File: src/rtl/sched_pkg.sv
// Shared encodings and default sizing for the round-robin process scheduler.
// The defaults are also referenced by the CPU top level.
package sched_pkg;

    localparam int unsigned N_PROC_DEF  = 4;
    localparam int unsigned QUANTUM_DEF = 16;

    typedef enum logic [1:0] {
        SLOT_EMPTY   = 2'd0,
        SLOT_READY   = 2'd1,
        SLOT_RUNNING = 2'd2,
        SLOT_BLOCKED = 2'd3
    } slot_state_e;

    typedef enum logic [1:0] {
        ST_IDLE     = 2'd0,
        ST_RUN      = 2'd1,
        ST_SELECT   = 2'd2,
        ST_DISPATCH = 2'd3
    } fsm_state_e;

endpackage

File: src/rtl/rr_pick.sv
// Combinational round-robin finder: first set bit of ready_mask scanning
// start, start+1, ... modulo N_PROC.
module rr_pick #(
    parameter int unsigned N_PROC = 4,
    parameter int unsigned PID_W  = 2
) (
    input  logic [N_PROC-1:0] ready_mask,
    input  logic [PID_W-1:0]  start,
    output logic              found,
    output logic [PID_W-1:0]  pid
);

    always_comb begin
        found = 1'b0;
        pid   = '0;
        for (int unsigned k = 0; k < N_PROC; k++) begin
            int unsigned idx;
            idx = (32'(start) + k) % N_PROC;
            if (!found && ready_mask[PID_W'(idx)]) begin
                found = 1'b1;
                pid   = PID_W'(idx);
            end
        end
    end

endmodule

File: src/rtl/process_scheduler.sv
// Round-robin process scheduler: process table, quantum counter and the
// IDLE/RUN/SELECT/DISPATCH control that hands the next PID/PC to the CPU.
module process_scheduler
    import sched_pkg::*;
#(
    parameter int unsigned N_PROC  = N_PROC_DEF,
    parameter int unsigned PID_W   = $clog2(N_PROC),
    parameter int unsigned QUANTUM = QUANTUM_DEF,
    parameter int unsigned PC_W    = 32
) (
    input  logic             clock,
    input  logic             reset,
    input  logic             create_valid,
    input  logic [PID_W-1:0] create_pid,
    input  logic [PC_W-1:0]  create_pc,
    input  logic             instr_retire,
    input  logic             io_req,
    input  logic             proc_end,
    input  logic [PC_W-1:0]  save_pc,
    input  logic             io_done_valid,
    input  logic [PID_W-1:0] io_done_pid,
    input  logic             switch_ack,
    output logic             switch_valid,
    output logic [PID_W-1:0] next_pid,
    output logic [PC_W-1:0]  next_pc,
    output logic [PID_W-1:0] cur_pid,
    output logic             idle,
    output logic             create_err
);

    localparam int unsigned CNT_W = $clog2(QUANTUM);

    slot_state_e      slot_q [N_PROC];
    slot_state_e      slot_d [N_PROC];
    logic [PC_W-1:0]  pc_q   [N_PROC];
    logic [PC_W-1:0]  pc_d   [N_PROC];
    fsm_state_e       fsm_q, fsm_d;
    logic [CNT_W-1:0] cnt_q, cnt_d;
    logic [PID_W-1:0] cur_pid_q, cur_pid_d;
    logic [PID_W-1:0] next_pid_q, next_pid_d;
    logic [PC_W-1:0]  next_pc_q, next_pc_d;
    logic             switch_valid_q, switch_valid_d;
    logic             idle_q, idle_d;
    logic             create_err_q, create_err_d;

    logic [N_PROC-1:0] ready_mask;
    logic [PID_W-1:0]  start_ptr;
    logic              pick_found;
    logic [PID_W-1:0]  pick_pid;

    always_comb begin
        for (int unsigned i = 0; i < N_PROC; i++) begin
            ready_mask[i] = (slot_q[i] == SLOT_READY);
        end
    end

    // The search ends on cur_pid so a lone expired process is re-dispatched.
    assign start_ptr = PID_W'((32'(cur_pid_q) + 32'd1) % N_PROC);

    rr_pick #(
        .N_PROC (N_PROC),
        .PID_W  (PID_W)
    ) u_rr_pick (
        .ready_mask (ready_mask),
        .start      (start_ptr),
        .found      (pick_found),
        .pid        (pick_pid)
    );

    always_comb begin
        slot_d         = slot_q;
        pc_d           = pc_q;
        fsm_d          = fsm_q;
        cnt_d          = cnt_q;
        cur_pid_d      = cur_pid_q;
        next_pid_d     = next_pid_q;
        next_pc_d      = next_pc_q;
        switch_valid_d = switch_valid_q;
        create_err_d   = 1'b0;

        case (fsm_q)
            ST_IDLE: begin
                if (|ready_mask) fsm_d = ST_SELECT;
            end
            ST_RUN: begin
                if (proc_end) begin
                    slot_d[cur_pid_q] = SLOT_EMPTY;
                    cnt_d             = '0;
                    fsm_d             = ST_SELECT;
                end else if (io_req) begin
                    slot_d[cur_pid_q] = SLOT_BLOCKED;
                    pc_d[cur_pid_q]   = save_pc;
                    cnt_d             = '0;
                    fsm_d             = ST_SELECT;
                end else if (instr_retire) begin
                    if (cnt_q == CNT_W'(QUANTUM - 1)) begin
                        slot_d[cur_pid_q] = SLOT_READY;
                        pc_d[cur_pid_q]   = save_pc;
                        cnt_d             = '0;
                        fsm_d             = ST_SELECT;
                    end else begin
                        cnt_d = cnt_q + 1'b1;
                    end
                end
            end
            ST_SELECT: begin
                if (pick_found) begin
                    next_pid_d     = pick_pid;
                    next_pc_d      = pc_q[pick_pid];
                    switch_valid_d = 1'b1;
                    fsm_d          = ST_DISPATCH;
                end else begin
                    fsm_d = ST_IDLE;
                end
            end
            ST_DISPATCH: begin
                if (switch_ack) begin
                    slot_d[next_pid_q] = SLOT_RUNNING;
                    cur_pid_d          = next_pid_q;
                    switch_valid_d     = 1'b0;
                    cnt_d              = '0;
                    fsm_d              = ST_RUN;
                end
            end
            default: fsm_d = ST_IDLE;
        endcase

        // Create and io_done check the registered table, so they never collide
        // with the running slot's event or the slot being dispatched.
        if (create_valid) begin
            if (slot_q[create_pid] == SLOT_EMPTY) begin
                slot_d[create_pid] = SLOT_READY;
                pc_d[create_pid]   = create_pc;
            end else begin
                create_err_d = 1'b1;
            end
        end
        if (io_done_valid && slot_q[io_done_pid] == SLOT_BLOCKED) begin
            slot_d[io_done_pid] = SLOT_READY;
        end

        idle_d = (fsm_d == ST_IDLE);
    end

    always_ff @(posedge clock or negedge reset) begin
        if (!reset) begin
            for (int unsigned i = 0; i < N_PROC; i++) begin
                slot_q[i] <= SLOT_EMPTY;
                pc_q[i]   <= '0;
            end
            fsm_q          <= ST_IDLE;
            cnt_q          <= '0;
            cur_pid_q      <= '0;
            next_pid_q     <= '0;
            next_pc_q      <= '0;
            switch_valid_q <= 1'b0;
            idle_q         <= 1'b1;
            create_err_q   <= 1'b0;
        end else begin
            slot_q         <= slot_d;
            pc_q           <= pc_d;
            fsm_q          <= fsm_d;
            cnt_q          <= cnt_d;
            cur_pid_q      <= cur_pid_d;
            next_pid_q     <= next_pid_d;
            next_pc_q      <= next_pc_d;
            switch_valid_q <= switch_valid_d;
            idle_q         <= idle_d;
            create_err_q   <= create_err_d;
        end
    end

    assign switch_valid = switch_valid_q;
    assign next_pid     = next_pid_q;
    assign next_pc      = next_pc_q;
    assign cur_pid      = cur_pid_q;
    assign idle         = idle_q;
    assign create_err   = create_err_q;

endmodule

File: config.mk
export PLATFORM = sky130hd
export DESIGN_NAME = process_scheduler
export DESIGN_NICKNAME = d
export VERILOG_FILES = /design/src/rtl/sched_pkg.sv /design/src/rtl/rr_pick.sv /design/src/rtl/process_scheduler.sv
export SDC_FILE = /design/constraint.sdc
export NUM_CORES = 1
export LEC_CHECK = 0
export ABC_AREA = 1
export BUFFER_PORTS_ARGS = -buffer_cell sky130_fd_sc_hd__buf_2
export CAP_MARGIN = 10
export CORE_UTILIZATION = 35
export DETAILED_ROUTE_END_ITERATION = 12
export PLACE_DENSITY_LB_ADDON = 0.08
export SKIP_LAST_GASP = 1
export SYNTH_ARGS = -nofsm -noshare
export SYNTH_HDL_FRONTEND = slang
export SYNTH_SLANG_ARGS = --single-unit
File: constraint.sdc
create_clock -name clock -period 3.1 [get_ports clock]
set_input_delay 0.62 -clock clock [delete_from_list [all_inputs] [get_ports clock]]
set_output_delay 0.62 -clock clock [all_outputs]
set_load 0.1 [all_outputs]
# Yosys cells after proc, flatten, opt, wreduce, memory -nomap -nowiden

Index checks and enable logic that the tools add are counted.

Memories kept: 0
Word-level logic and storage cells: 161
Bits in latches: 0
Flip-flop bits (word level): 181
Memory bits (writable): 0
Output and inout bits: 39
Memory bits (read-only): 0

Reduce and logical (&&, ||, !) cells: 21
Divide/modulo/power cells: 0
$lt $le $gt $ge: 13
Bitwise gates (word level): 20
Shift operators: 0
$mul: 0
Equality and inequality tests: 12
$add $sub $neg: 5
Muxes and demuxes: 74

Operators by type and width:

| operator                                                               | number |
|---|---|
| 128-bit 2-to-1 mux                                                     | 7 |
| 128-bit bitwise mux                                                    | 2 |
| 32-bit demux with 2-bit select                                         | 2 |
| 32-bit 2-to-1 mux                                                      | 4 |
| 32-bit binary-select mux with 2-bit select                             | 1 |
| 8-bit 2-to-1 mux                                                       | 8 |
| 2-bit 2-to-1 mux                                                       | 19 |
| 4-bit 2-to-1 mux                                                       | 5 |
| 4-bit bitwise AND                                                      | 4 |
| 2-bit demux with 2-bit select                                          | 4 |
| 4-bit NOT                                                              | 4 |
| 4-bit bitwise OR                                                       | 4 |
| 8-bit one-hot mux with 2 select lines                                  | 1 |
| 3-bit greater-or-equal comparator (second input constant)              | 5 |
| 2-bit NOT with 3-bit output                                            | 5 |
| 2-bit by 3-bit < comparator with 1-bit output (second input constant)  | 4 |
| 3-bit by 1-bit < comparator with 1-bit output (second input constant)  | 4 |
| 1-bit 2-to-1 mux                                                       | 12 |
| 2-bit by 1-bit equality test with 1-bit output (second input constant) | 5 |
| 8-bit bitwise AND                                                      | 1 |
| 1-bit binary-select mux with 2-bit select                              | 4 |
| 2-bit binary-select mux with 2-bit select                              | 2 |
| 1-bit logical AND                                                      | 8 |
| 8-bit NOT                                                              | 1 |
| other kinds (17)                                                       | 29 |

# Longest topological paths before layout

Gate-level depths: netlist of run 1.

Depth in word-level cells: 17
Gate-level depth with buffers: 18
Gate-level depth less buffers: 15

# Modules after synthesis

A second synthesis of run 1 with hierarchy kept.

Cells, all modules: 1578
Area total of the unflattened synthesis: 11068.1 um^2

By module, submodules not included:

| module            | instances | cells each | sequential area each (um^2) | area an instance (um^2) |
|---|---|---|---|---|
| process_scheduler | 1         | 1519       | 4530.6                      | 10749.1 |
| rr_pick           | 1         | 59         | 0.0                         | 319.1 |

# Worst setup path before layout of run 1

Ideal clock, no wire load.

Path type: reg2reg
From: register cur_pid_q[0], in the netlist cur_pid[0]
To: register next_pc_q[12], in the netlist next_pc[12]
Data required time: 2.980 ns
Arrival: 2.926 ns
Buffers on the path: 2
Slack: 0.054 ns
Library setup time: 0.120 ns
Stages on the path, launching flop included: 17
Clock period less this slack: 3.046 ns
Cells stage by stage: dfrtp_1 buf_4 inv_6 ha_1 inv_2 nand2_1 nand2_2 nand3_2 nand2_2 nand4_2 nand2_2 clkbuf_1 nand3_1 nand3_1 nand2_1 nand2_1 nand2_1

Longest elaborated chain between the ends: 17
Elaborated cells on any way between the ends: 31

RTL lines:

| element                                                                                         | line                     | text |
|---|---|---|
| start, declared                                                                                 | process_scheduler.sv:39  | `logic [PID_W-1:0] cur_pid_q, cur_pid_d;` |
| start signal, assigned                                                                          | process_scheduler.sv:164 | `cur_pid_q <= cur_pid_d;` |
| 2-bit by 1-bit adder with 2-bit output (*)                                                      | process_scheduler.sv:58  | `assign start_ptr = PID_W'((32'(cur_pid_q) + 32'd1) % N_PROC);` |
| parallel branches: the longest is 16 deep, another holds 2-bit by 1-bit adder with 2-bit output | -                        |  |
| end signal, assigned                                                                            | process_scheduler.sv:166 | `next_pc_q <= next_pc_d;` |
| end, declared                                                                                   | process_scheduler.sv:41  | `logic [PC_W-1:0] next_pc_q, next_pc_d;` |

Every way passes the cells marked *. The select of a mux whose other input is x is not followed.
A chain may end at the register's enable or synchronous reset.

# Worst setup path after layout of run 1

From: register cur_pid_q[1], in the netlist cur_pid[1]
To: register next_pc_q[19], in the netlist next_pc[19]

The elaborated chain is that of the path after synthesis.

==> results of run 1 <==
==> logic make-up (layout without fill, tap and decap cells) <==
family,after synthesis,after routing,synth area share [%]
DFF,181,181,45.5
and+or+nand+nor,552,552,23.6
adders and majority gates,5,5,0.628
AOI/OAI and AO/OA,318,318,19.4
buffers and inverters,269,366,10.9
==> per-stage QoR <==
stage	util, %	hold WS, ns	cells	worst slack, ns
finish	41.6	0.150	1800	0.487
global route	41.6	0.208	1800	0.179
CTS	41.6	0.203	1800	0.487
detailed placement	39.6	0.462	1769	0.510
global placement	39.6	0.462	1769	0.524
floorplan	-	0.324	1325	0.0545
==> critical path: cells and delay by family (launching register included) <==
| kind | cells | cell delay, ns |
|---|---|---|
| compound gates | 1 | 0.44 |
| fa+ha+maj | 1 | 0.39 |
| buf+inv | 3 | 0.51 |
| flops | 1 | 0.41 |
| simple gates | 9 | 0.80 |
==> synth_stat cells <==
cell       number
a211oi_1        2
a21oi_1        20
a21oi_4         1
a22oi_1         3
a31oi_1         6
buf_1           5
buf_2          25
buf_4           1
buf_6           4
clkbuf_1       45
clkbuf_2        2
clkinv_1        1
dfrtp_1       180
dfstp_2         1
ha_1            5
inv_1         183
inv_2           2
inv_6           1
nand2_1       326
nand2_2         6
nand3_1       142
nand3_2         5
nand4_1         2
nand4_2         2
nor2_1         55
nor2_2          4
nor3_1          2
o2111ai_1       2
o211ai_1       99
o21a_1          1
o21ai_0       142
o21ai_1         7
o21ai_2         1
o21bai_1        2
o221ai_1        2
o22ai_1        30
or2_1           6
or2_2           2
==> area by class of cell <==
cell class / count / area share (%)
clock inverters: 14 / 1.23
well taps: 378 / 4.08
inverters: 187 / 6.10
multi-input cells: 875 / 37.8
repair buffers: 148 / 8.06
flip-flops and latches: 181 / 39.1
clock buffers: 17 / 3.67
==> layer usage <==
metal  up-vias  part of all wire (%)
li1       4555                     -
met1      4271                    48
met4         2                   1.2
met2       182                    48
met5         -                 0.042
met3        26                   3.0
==> final timing paths <==
kind	from	to	slack, ns	cells past startpoint
setup / recovery	cur_pid[1]$_DFFE_PN0P_	next_pc[19]$_DFFE_PN0P_	0.49	14
hold / removal	reset	slot_q[1]$_DFF_PN0_	0.15	1
setup reg to reg	cur_pid[1]$_DFFE_PN0P_	next_pc[19]$_DFFE_PN0P_	0.49	14
hold reg to reg	next_pc[10]$_DFFE_PN0P_	next_pc[10]$_DFFE_PN0P_	0.48	2
max in group asynchronous	reset	idle$_DFF_PN1_	2.05	2
min in group clock	next_pc[10]$_DFFE_PN0P_	next_pc[10]$_DFFE_PN0P_	0.48	2
==> cells in the final DEF (no fill, tap or decap), types with 17 or more instances in the layout <==
master,count
nand2_1,323
inv_1,183
dfrtp_1,180
o21ai_0,142
nand3_1,137
buf_2,113
o211ai_1,99
nor2_1,55
o22ai_1,30
buf_4,26
a21oi_1,20
clkbuf_16,17
==> sequential cells by signal, indices dropped and copies added (netlist names) <==
signal / cells
next_pid: 2
fsm_q: 2
cnt_q: 4
create_err: 1
idle: 1
switch_valid: 1
cur_pid: 2
next_pc: 32
pc_q: 128
slot_q: 8
==> results.sh, run 1 <==
export IMPL_cts_hold_fix_buffers=0
export IMPL_grt_start_max_net_pins=78
export IMPL_groute_layer_met1_usage_pct=30.4
export IMPL_syn_mean_instance_area_um2=7.52
export IMPL_finish_net_count=1491
export IMPL_synth_largest_area_cell="dfrtp_1"
export IMPL_layout_area_seq_um2=4530
export IMPL_endpoints_failing_hold=0
export IMPL_holdCritPathClass="in2async"
export IMPL_netlist_cell_type_count=38
export IMPL_vias_per_cell=5.02
export IMPL_clockBufferDepth=2
export IMPL_gr_total_overflow=0
export IMPL_n_fill_cell=2949
export IMPL_grt_util_all_layers_pct=22.5
export IMPL_run_status="complete, no violations"
export IMPL_synth_area_top_cells="dfrtp_1 45%, nand2_1 12%, o211ai_1 7.5%"
export IMPL_synth_area_um2=9960
export IMPL_floorplan_initialDensity_pct=35.8
export IMPL_crit_arrival_ns=2.99
export IMPL_grt_met3_usage_pct=3.33
export IMPL_max_stage_delay_ns=0.44
export IMPL_drt_iter0_drc=598
export IMPL_globalplace_congestion=0.869
export IMPL_die_width_um=171
export IMPL_portion_of_the_clock_cycle_consumed_by_the_worst_path_in_the_final_layout_pct=84.3
export IMPL_top_area_cell_type_share_of_the_netlist_area_pct=45.2
export IMPL_cts_resized=0
export IMPL_num_antenna_cells=0
export IMPL_clock_fmax_ghz=0.383
export IMPL_setup_viol_count_final=0
export IMPL_max_slew_worst_pin_slew_ns=0.633
export IMPL_cts_inserted_buffers=17
export IMPL_met2_use_gr_pct=38.0
export IMPL_cp_common_cell="nand2_1"
export IMPL_gate_count_of_the_mapped_netlist=1325
export IMPL_worstSkewPairLatency_ns=0.44
export IMPL_routedWlPerCell_um=17.3
export IMPL_clkSinkCount=181
export IMPL_synthToLayoutAreaGrowth_pct=16.4
export IMPL_num_vias=9036
export IMPL_globalRoute_busiestLayer="met2"
export IMPL_worstPathCellList="inv_1 -> ha_1 -> inv_2 -> nand2_1 -> nand2_2 -> nand3_2 -> nand2_2 -> nand4_2 -> o21ai_2 -> buf_4 -> nand3_1 -> nand2_1 -> nand2_1 -> nand2_1"
export IMPL_antenna_violation_net_count_after_detailed_routing=0
export IMPL_worst_endpoint_required_ns=3.48
export IMPL_fp_row_count=61
export IMPL_syn_num_nets=1406
export IMPL_dpl_hpwl_um=19700
export IMPL_htree_levels=4
export IMPL_final_setup_tns_ns=0
export IMPL_floorplan_core_area_um2=27900
export IMPL_ctsRootBufferMaster="clkbuf_16"
export IMPL_shortest_period_the_worst_path_allows_ns=2.61
export IMPL_critical_path_s_slowest_cell="o21ai_2"
export IMPL_ys_warn_count=0
export IMPL_synth_sequential_area_ratio_pct=45.5
export IMPL_buffers_inserted_during_post_cts_setup_optimization=0
export IMPL_criticalPathCategory="reg2reg"
export IMPL_share_of_post_route_cells_with_drive_strength_above_1_pct=14.9
export IMPL_critical_path_startpoint_type="flop"
export IMPL_placement_io_buffers=114
export IMPL_rsz_0062_raised_after_global_routing="false"
export IMPL_timing_critical_path_fanout_max=9
export IMPL_maxSlewViolCount=0
export IMPL_firstDrtPassIters=5
export IMPL_setup_worst_path_end_class="flop"
export IMPL_vias_in_the_first_global_route=8792
export IMPL_antenna_found_initial=2
export IMPL_max_slew_margin_rel_pct=57.8
export IMPL_boundaryPins=115
export IMPL_cts_tree="done"
export IMPL_ys_seq_elements=181
export IMPL_clock_slew_at_reported_path_ffs_ns=0.08
export IMPL_final_cell_area_um2=11600
export IMPL_die_height_um=171
export IMPL_place_area_um2=11000
export IMPL_drc=0
export IMPL_clock_skew_ns=0.0184
export IMPL_multi_input_logic_area_um2=4380
export IMPL_finalWirelength_um=31200
export IMPL_design_die_area_um2=29100
export IMPL_grt_first_pass_wirelength_um=50100
export IMPL_drv_max_cap_violation_count=0
Power of run 1 is not shown: default switching activity piles up to over one toggle a cycle in this logic, so the estimate is an artifact.
==> run 2, diff against run 1 <==
==> constraint.sdc (replaced) <==
create_clock -name clock -period 2.55 [get_ports clock]
set_input_delay 0.51 -clock clock [delete_from_list [all_inputs] [get_ports clock]]
set_output_delay 0.51 -clock clock [all_outputs]
set_load 0.1 [all_outputs]
==> run 2 against run 1 <==
  * Non-clock buffer count increased by 36
  * Final cell count grew 2.1%
  * Core utilization increased by 2.3 points
  * Clock skew down 0.0038 ns
  * Wire length grew 4.5%
  * Count of clock-buffer cells in the layout up 2
  * Worst setup slack lost 0.33 ns
  * Die area did not move
  * Critical path depth is 1 higher
  * Design area rose by 5.4%
  * Worst hold slack improved by 0.24 ns
  * Register-to-register slack got worse by 0.33 ns
  * Critical path type unchanged
==> results.sh, run 2 (synthesis gave the netlist of run 1 again) <==
export IMPL_grt_start_max_net_pins=67
export IMPL_shortest_period_the_worst_path_allows_ns=2.39
export IMPL_ctsRootBufferMaster="clkbuf_16"
export IMPL_final_core_utilization_pct=43.9
export IMPL_dpl_hpwl_um=19600
export IMPL_critical_path_s_slowest_cell="dfrtp_4"
export IMPL_final_common_cell="nand2_1"
export IMPL_drv_max_cap_violation_count=0
export IMPL_criticalPathCategory="reg2reg"
export IMPL_clkSinkCount=181
export IMPL_grt_util_all_layers_pct=23.0
export IMPL_max_flop_register="pc_q"
export IMPL_maxSlewViolCount=0
export IMPL_grt_first_pass_wirelength_um=51500
export IMPL_globalplace_congestion=0.833
export IMPL_antenna_found_initial=1
export IMPL_timing_reg2reg_worst_path_depth=15
export IMPL_critPathLaunch="cur_pid[0]$_DFFE_PN0P_"
export IMPL_crit_arrival_ns=2.70
export IMPL_endpoints_failing_hold=0
export IMPL_clock_slew_at_reported_path_ffs_ns=0.08
export IMPL_num_vias=9392
export IMPL_floorplan_core_area_um2=27900
export IMPL_boundaryPins=115
export IMPL_die_width_um=171
export IMPL_vias_per_cell=5.11
export IMPL_critical_path_startpoint_type="flop"
export IMPL_place_ws_ns=-0.313
export IMPL_worst_endpoint_required_ns=2.86
export IMPL_whs_endpoint="pc_q[121]$_DFF_PN0_"
export IMPL_finalWirelength_um=32600
export IMPL_worst_hold_startpoint="save_pc[25]"
export IMPL_portion_of_the_clock_cycle_consumed_by_the_worst_path_in_the_final_layout_pct=93.8
export IMPL_drt_iter0_drc=556
export IMPL_num_antenna_cells=0
export IMPL_max_stage_delay_ns=0.50
export IMPL_placement_io_buffers=114
export IMPL_final_cell_area_um2=12200
export IMPL_startpoint_of_the_worst_register_to_register_path="cur_pid[0]$_DFFE_PN0P_"
export IMPL_fp_row_count=61
export IMPL_r2r_setup_slack_ns=0.16
export IMPL_floorplan_initialDensity_pct=35.8
export IMPL_cts_tree="done"
export IMPL_clock_fmax_ghz=0.418
export IMPL_largest_register_ffs=128
export IMPL_rr_endpoint="next_pc[28]$_DFFE_PN0P_"
export IMPL_max_slew_margin_rel_pct=66.6
export IMPL_timing_hold_worst_path_depth=3
export IMPL_firstDrtPassIters=5
export IMPL_drc=0
export IMPL_holdCritPathClass="in2reg"
export IMPL_run_status="complete, no violations"
export IMPL_timing_critical_path_fanout_max=8
export IMPL_cts_inserted_buffers=17
export IMPL_die_height_um=171
export IMPL_setup_viol_count_final=0
export IMPL_most_common_layout_cells="319 x nand2_1, 183 x inv_1, 178 x dfrtp_1"
export IMPL_fin_cells=1838
export IMPL_design_die_area_um2=29100
export IMPL_share_of_post_route_cells_with_drive_strength_above_1_pct=17.9
export IMPL_synthToLayoutAreaGrowth_pct=22.7
export IMPL_timing_final_ws_setup_ns=0.159
export IMPL_crit_buf_inv=4
export IMPL_worstPathCellList="inv_6 -> ha_4 -> inv_2 -> nand2_1 -> nand2_2 -> nand3_2 -> nand2_4 -> buf_6 -> nand4_4 -> nand2_4 -> nand2_8 -> clkbuf_16 -> or2_1 -> nand3_1 -> nand3_1"
export IMPL_n_fill_cell=2902
export IMPL_clock_skew_ns=0.0146
export IMPL_setup_worst_path_end_class="flop"
export IMPL_routedWlPerCell_um=17.8
export IMPL_finish_net_count=1528
export IMPL_worst_path_dominant_cell_family="simple AND/OR/NAND/NOR gates"
export IMPL_max_slew_worst_pin_slew_ns=0.504
export IMPL_clockBufferDepth=2
export IMPL_worstSkewPairLatency_ns=0.43
export IMPL_vias_in_the_first_global_route=8933
export IMPL_htree_levels=4
export IMPL_place_area_um2=11200
export IMPL_post_place_cells=1787
export IMPL_gr_total_overflow=0
export IMPL_antenna_violation_net_count_after_detailed_routing=0
==> run 2: cell count changes in the layout (fill, tap and decap cells not counted), moves of 3 or more <==
cell,previous run,this run
buf_4,26,41
buf_6,0,9
buf_12,8,15
nand2_4,0,5
clkbuf_16,17,21
nand2_1,323,319
nor2_4,0,4
nor2_1,55,52
==> run 2: worst max path at each step <==
stage | cells past startpoint | slack, ns | end
after global routing | 15 | -0.007 | next_pc[31]$_DFFE_PN0P_
after detailed placement | 14 | -0.31 | next_pc[23]$_DFFE_PN0P_
after CTS | 17 | 0.01 | next_pc[12]$_DFFE_PN0P_
after floorplan | 17 | 0.03 | next_pc[28]$_DFFE_PN0P_
after global placement | 14 | -0.24 | next_pc[28]$_DFFE_PN0P_
final | 15 | 0.16 | next_pc[28]$_DFFE_PN0P_
==> run 2: area by class of cell <==
cell class / instances / area [µm²] / area share (%)
clock buffer: 19 / 453 / 3.71
sequential: 181 / 4540 / 37.1
multi-input combinational: 876 / 4520 / 37.0
timing repair buffer: 184 / 1400 / 11.4
tap: 378 / 473 / 3.87
clock inverter: 13 / 136 / 1.12
inverter: 187 / 707 / 5.78
==> run 2: tightest hold or removal path: stages <==
cell and delay [ns]:
buf_2 0.11, o211ai_1 0.09, o21ai_0 0.07
==> run 2: stage by stage <==
step	hold slack [ns]	TNS, ns
floorplan	0.214	0
global placement	0.454	-4.95
detailed placement	0.455	-6.12
CTS	0.370	0
global route	0.381	-0.0128
finish	0.386	0
==> run 2: timing repair <==
| action | CTS | global route |
|---|---|---|
| cloned | 1 | 6 |
| gates resized for setup | 4 | 29 |
| setup endpoints to repair | 33 | 36 |
| hold buffers | 1 | 0 |
| pin swaps | 2 | 10 |
| buffers inserted | 6 | 6 |
| endpoints found under the hold margin | 24 | 0 |
==> run 2: routing by layer <==
| metal | vias up | track usage [%] | part of all wire [%] |
|---|---|---|---|
| met2 | 225 | 36.7 | 46 |
| li1 | 4641 | - | - |
| met5 | - | 0 | 0.037 |
| met4 | 2 | 4.19 | 0.60 |
| met1 | 4511 | 33.2 | 49 |
| met3 | 13 | 3.26 | 4.0 |
Power of run 2 is left out for the same reason.
==> run 3, diff against run 2 <==
--- a/config.mk
+++ b/config.mk
@@ -9,6 +9,7 @@
 export BUFFER_PORTS_ARGS = -buffer_cell sky130_fd_sc_hd__buf_2
 export CAP_MARGIN = 10
 export CORE_UTILIZATION = 35
+export CTS_BUF_LIST = sky130_fd_sc_hd__clkbuf_2
 export DETAILED_ROUTE_END_ITERATION = 12
 export PLACE_DENSITY_LB_ADDON = 0.08
 export SKIP_LAST_GASP = 1
==> run 3 against run 2 <==
  * Wire length up 0.34%
  * Critical path depth down 4
  * Non-clock buffer count up 63
  * Sequential share of layout area down 0.83 points
  * Maximum frequency down 2.8%
  * Via count up 2.0%
  * Die area unchanged
  * Clock skew up 0.032 ns
  * Design area up 2.3%
==> results.sh, run 3 (synthesis gave the netlist of run 1 again) <==
export IMPL_run_status="complete, no violations"
export IMPL_ctsRootBufferMaster="clkbuf_2"
export IMPL_timing_hold_worst_path_depth=3
export IMPL_finalWirelength_um=32700
export IMPL_max_stage_delay_ns=0.56
export IMPL_share_of_post_route_cells_with_drive_strength_above_1_pct=16.8
export IMPL_routedWlPerCell_um=17.2
export IMPL_antenna_violation_net_count_after_detailed_routing=0
export IMPL_vias_per_cell=5.03
export IMPL_grt_util_all_layers_pct=23.0
export IMPL_placement_io_buffers=114
export IMPL_critPathLaunch="slot_q[6]$_DFF_PN0_"
export IMPL_whs_endpoint="pc_q[14]$_DFF_PN0_"
export IMPL_criticalPathCategory="reg2reg"
export IMPL_drt_iter0_drc=619
export IMPL_post_place_cells=1787
export IMPL_fp_row_count=61
export IMPL_clock_fmax_ghz=0.406
export IMPL_floorplan_initialDensity_pct=35.8
export IMPL_maxSlewViolCount=0
export IMPL_crit_buf_inv=4
export IMPL_setup_viol_count_final=0
export IMPL_max_slew_margin_rel_pct=66.4
export IMPL_firstDrtPassIters=5
export IMPL_startpoint_of_the_worst_register_to_register_path="slot_q[6]$_DFF_PN0_"
export IMPL_critical_path_startpoint_type="flop"
export IMPL_max_slew_worst_pin_slew_ns=0.507
export IMPL_worst_hold_slack_ns=0.0733
export IMPL_largest_register_ffs=128
export IMPL_setup_worst_path_end_class="flop"
export IMPL_portion_of_the_clock_cycle_consumed_by_the_worst_path_in_the_final_layout_pct=96.5
export IMPL_die_height_um=171
export IMPL_boundaryPins=115
export IMPL_antenna_found_initial=2
export IMPL_clock_slew_at_reported_path_ffs_ns=0.31
export IMPL_vias_in_the_first_global_route=9056
export IMPL_drv_max_cap_violation_count=0
export IMPL_globalplace_congestion=0.833
export IMPL_fin_cells=1903
export IMPL_clock_skew_ns=0.0464
export IMPL_finish_net_count=1591
export IMPL_floorplan_core_area_um2=27900
export IMPL_drc=0
export IMPL_cp_common_cell="o21ai_0"
export IMPL_r2r_setup_slack_ns=0.09
export IMPL_worst_endpoint_required_ns=3.24
export IMPL_htree_levels=4
export IMPL_endpoints_failing_hold=0
export IMPL_num_vias=9581
export IMPL_shortest_period_the_worst_path_allows_ns=2.46
export IMPL_holdCritPathClass="in2reg"
export IMPL_worstPathCellList="buf_4 -> o21ai_0 -> inv_1 -> nor2_1 -> nand2_1 -> nor2_4 -> nand2_2 -> buf_12 -> o21ai_0 -> o22ai_1 -> dlygate4sd3_1"
export IMPL_worst_path_dominant_cell_family="buffers and inverters"
export IMPL_design_die_area_um2=29100
export IMPL_worstSkewPairLatency_ns=0.77
export IMPL_die_width_um=171
export IMPL_critical_path_s_slowest_cell="dlygate4sd3_1"
export IMPL_grt_first_pass_wirelength_um=51700
export IMPL_synthToLayoutAreaGrowth_pct=25.5
export IMPL_grt_start_max_net_pins=67
export IMPL_most_common_layout_cells="320 x nand2_1, 183 x inv_1, 177 x dfrtp_1"
export IMPL_gr_total_overflow=0
export IMPL_cts_inserted_buffers=17
export IMPL_dpl_hpwl_um=19600
export IMPL_worst_hold_startpoint="create_pc[14]"
export IMPL_final_setup_tns_ns=0
export IMPL_max_flop_register="pc_q"
export IMPL_crit_arrival_ns=3.15
export IMPL_rr_endpoint="pc_q[76]$_DFF_PN0_"
export IMPL_timing_critical_path_fanout_max=45
export IMPL_cts_tree="done"
export IMPL_timing_reg2reg_worst_path_depth=11
export IMPL_clockBufferDepth=2
export IMPL_clkSinkCount=181
export IMPL_final_common_cell="nand2_1"
run 3: cell count changes in the layout (fill, tap and decap cells not counted), moves of 2 or more:
cell,previous run,this run
buf_4,41,38
nand3_2,9,7
clkbuf_8,3,1
clkbuf_16,21,3
clkinv_1,0,2
dlygate4sd3_1,1,68
clkbuf_2,0,17
diode_2,0,2
run 3: stage by stage:
step	cell area (µm²)	setup WS, ns	utilization (%)
global placement	11200	-0.243	40.3
CTS	12200	-0.00582	43.9
global route	12500	-0.0185	44.9
detailed placement	11200	-0.313	40.3
floorplan	9970	0.0277	-
finish	12500	0.0888	44.9
run 3: per-layer routing:
metal | GRT usage, % | wire [µm] | vias up
li1 | - | - | 4757
met1 | 33.1 | 15900 | 4570
met2 | 37.2 | 15100 | 236
met3 | 2.89 | 1510 | 18
met4 | 3.96 | 252 | 0
met5 | 0 | 0 | -
run 3: layout make-up:
class	count	area [µm²]
clock buffer	17	85.1
timing repair buffer	247	2010
clock inverter	15	144
antenna	2	5.00
sequential	181	4540
multi-input combinational	876	4540
fill	2887	15400
inverter	187	707
tap	378	473
run 3: worst max path at each step:
stage	to	slack, ns	depth (start not counted)
after floorplan	next_pc[28]$_DFFE_PN0P_	0.03	17
after global placement	next_pc[28]$_DFFE_PN0P_	-0.24	14
after detailed placement	next_pc[23]$_DFFE_PN0P_	-0.31	14
after CTS	next_pc[23]$_DFFE_PN0P_	-0.006	15
after global routing	pc_q[71]$_DFF_PN0_	-0.02	11
final	pc_q[76]$_DFF_PN0_	0.09	11
run 3: repair_timing:
action / 4_1_cts / 5_1_grt
cloned: 1 / 5
buffers inserted: 5 / 4
setup endpoints to repair: 33 / 41
endpoints found under the hold margin: 283 / 0
pin swaps: 2 / 9
hold buffers: 68 / 0
gates resized for setup: 4 / 33
run 3: tightest hold or removal path: stages:
cell and delay, ns:
buf_2 0.07, inv_1 0.08, o21ai_0 0.16
Power of run 3 is left out for the same reason.
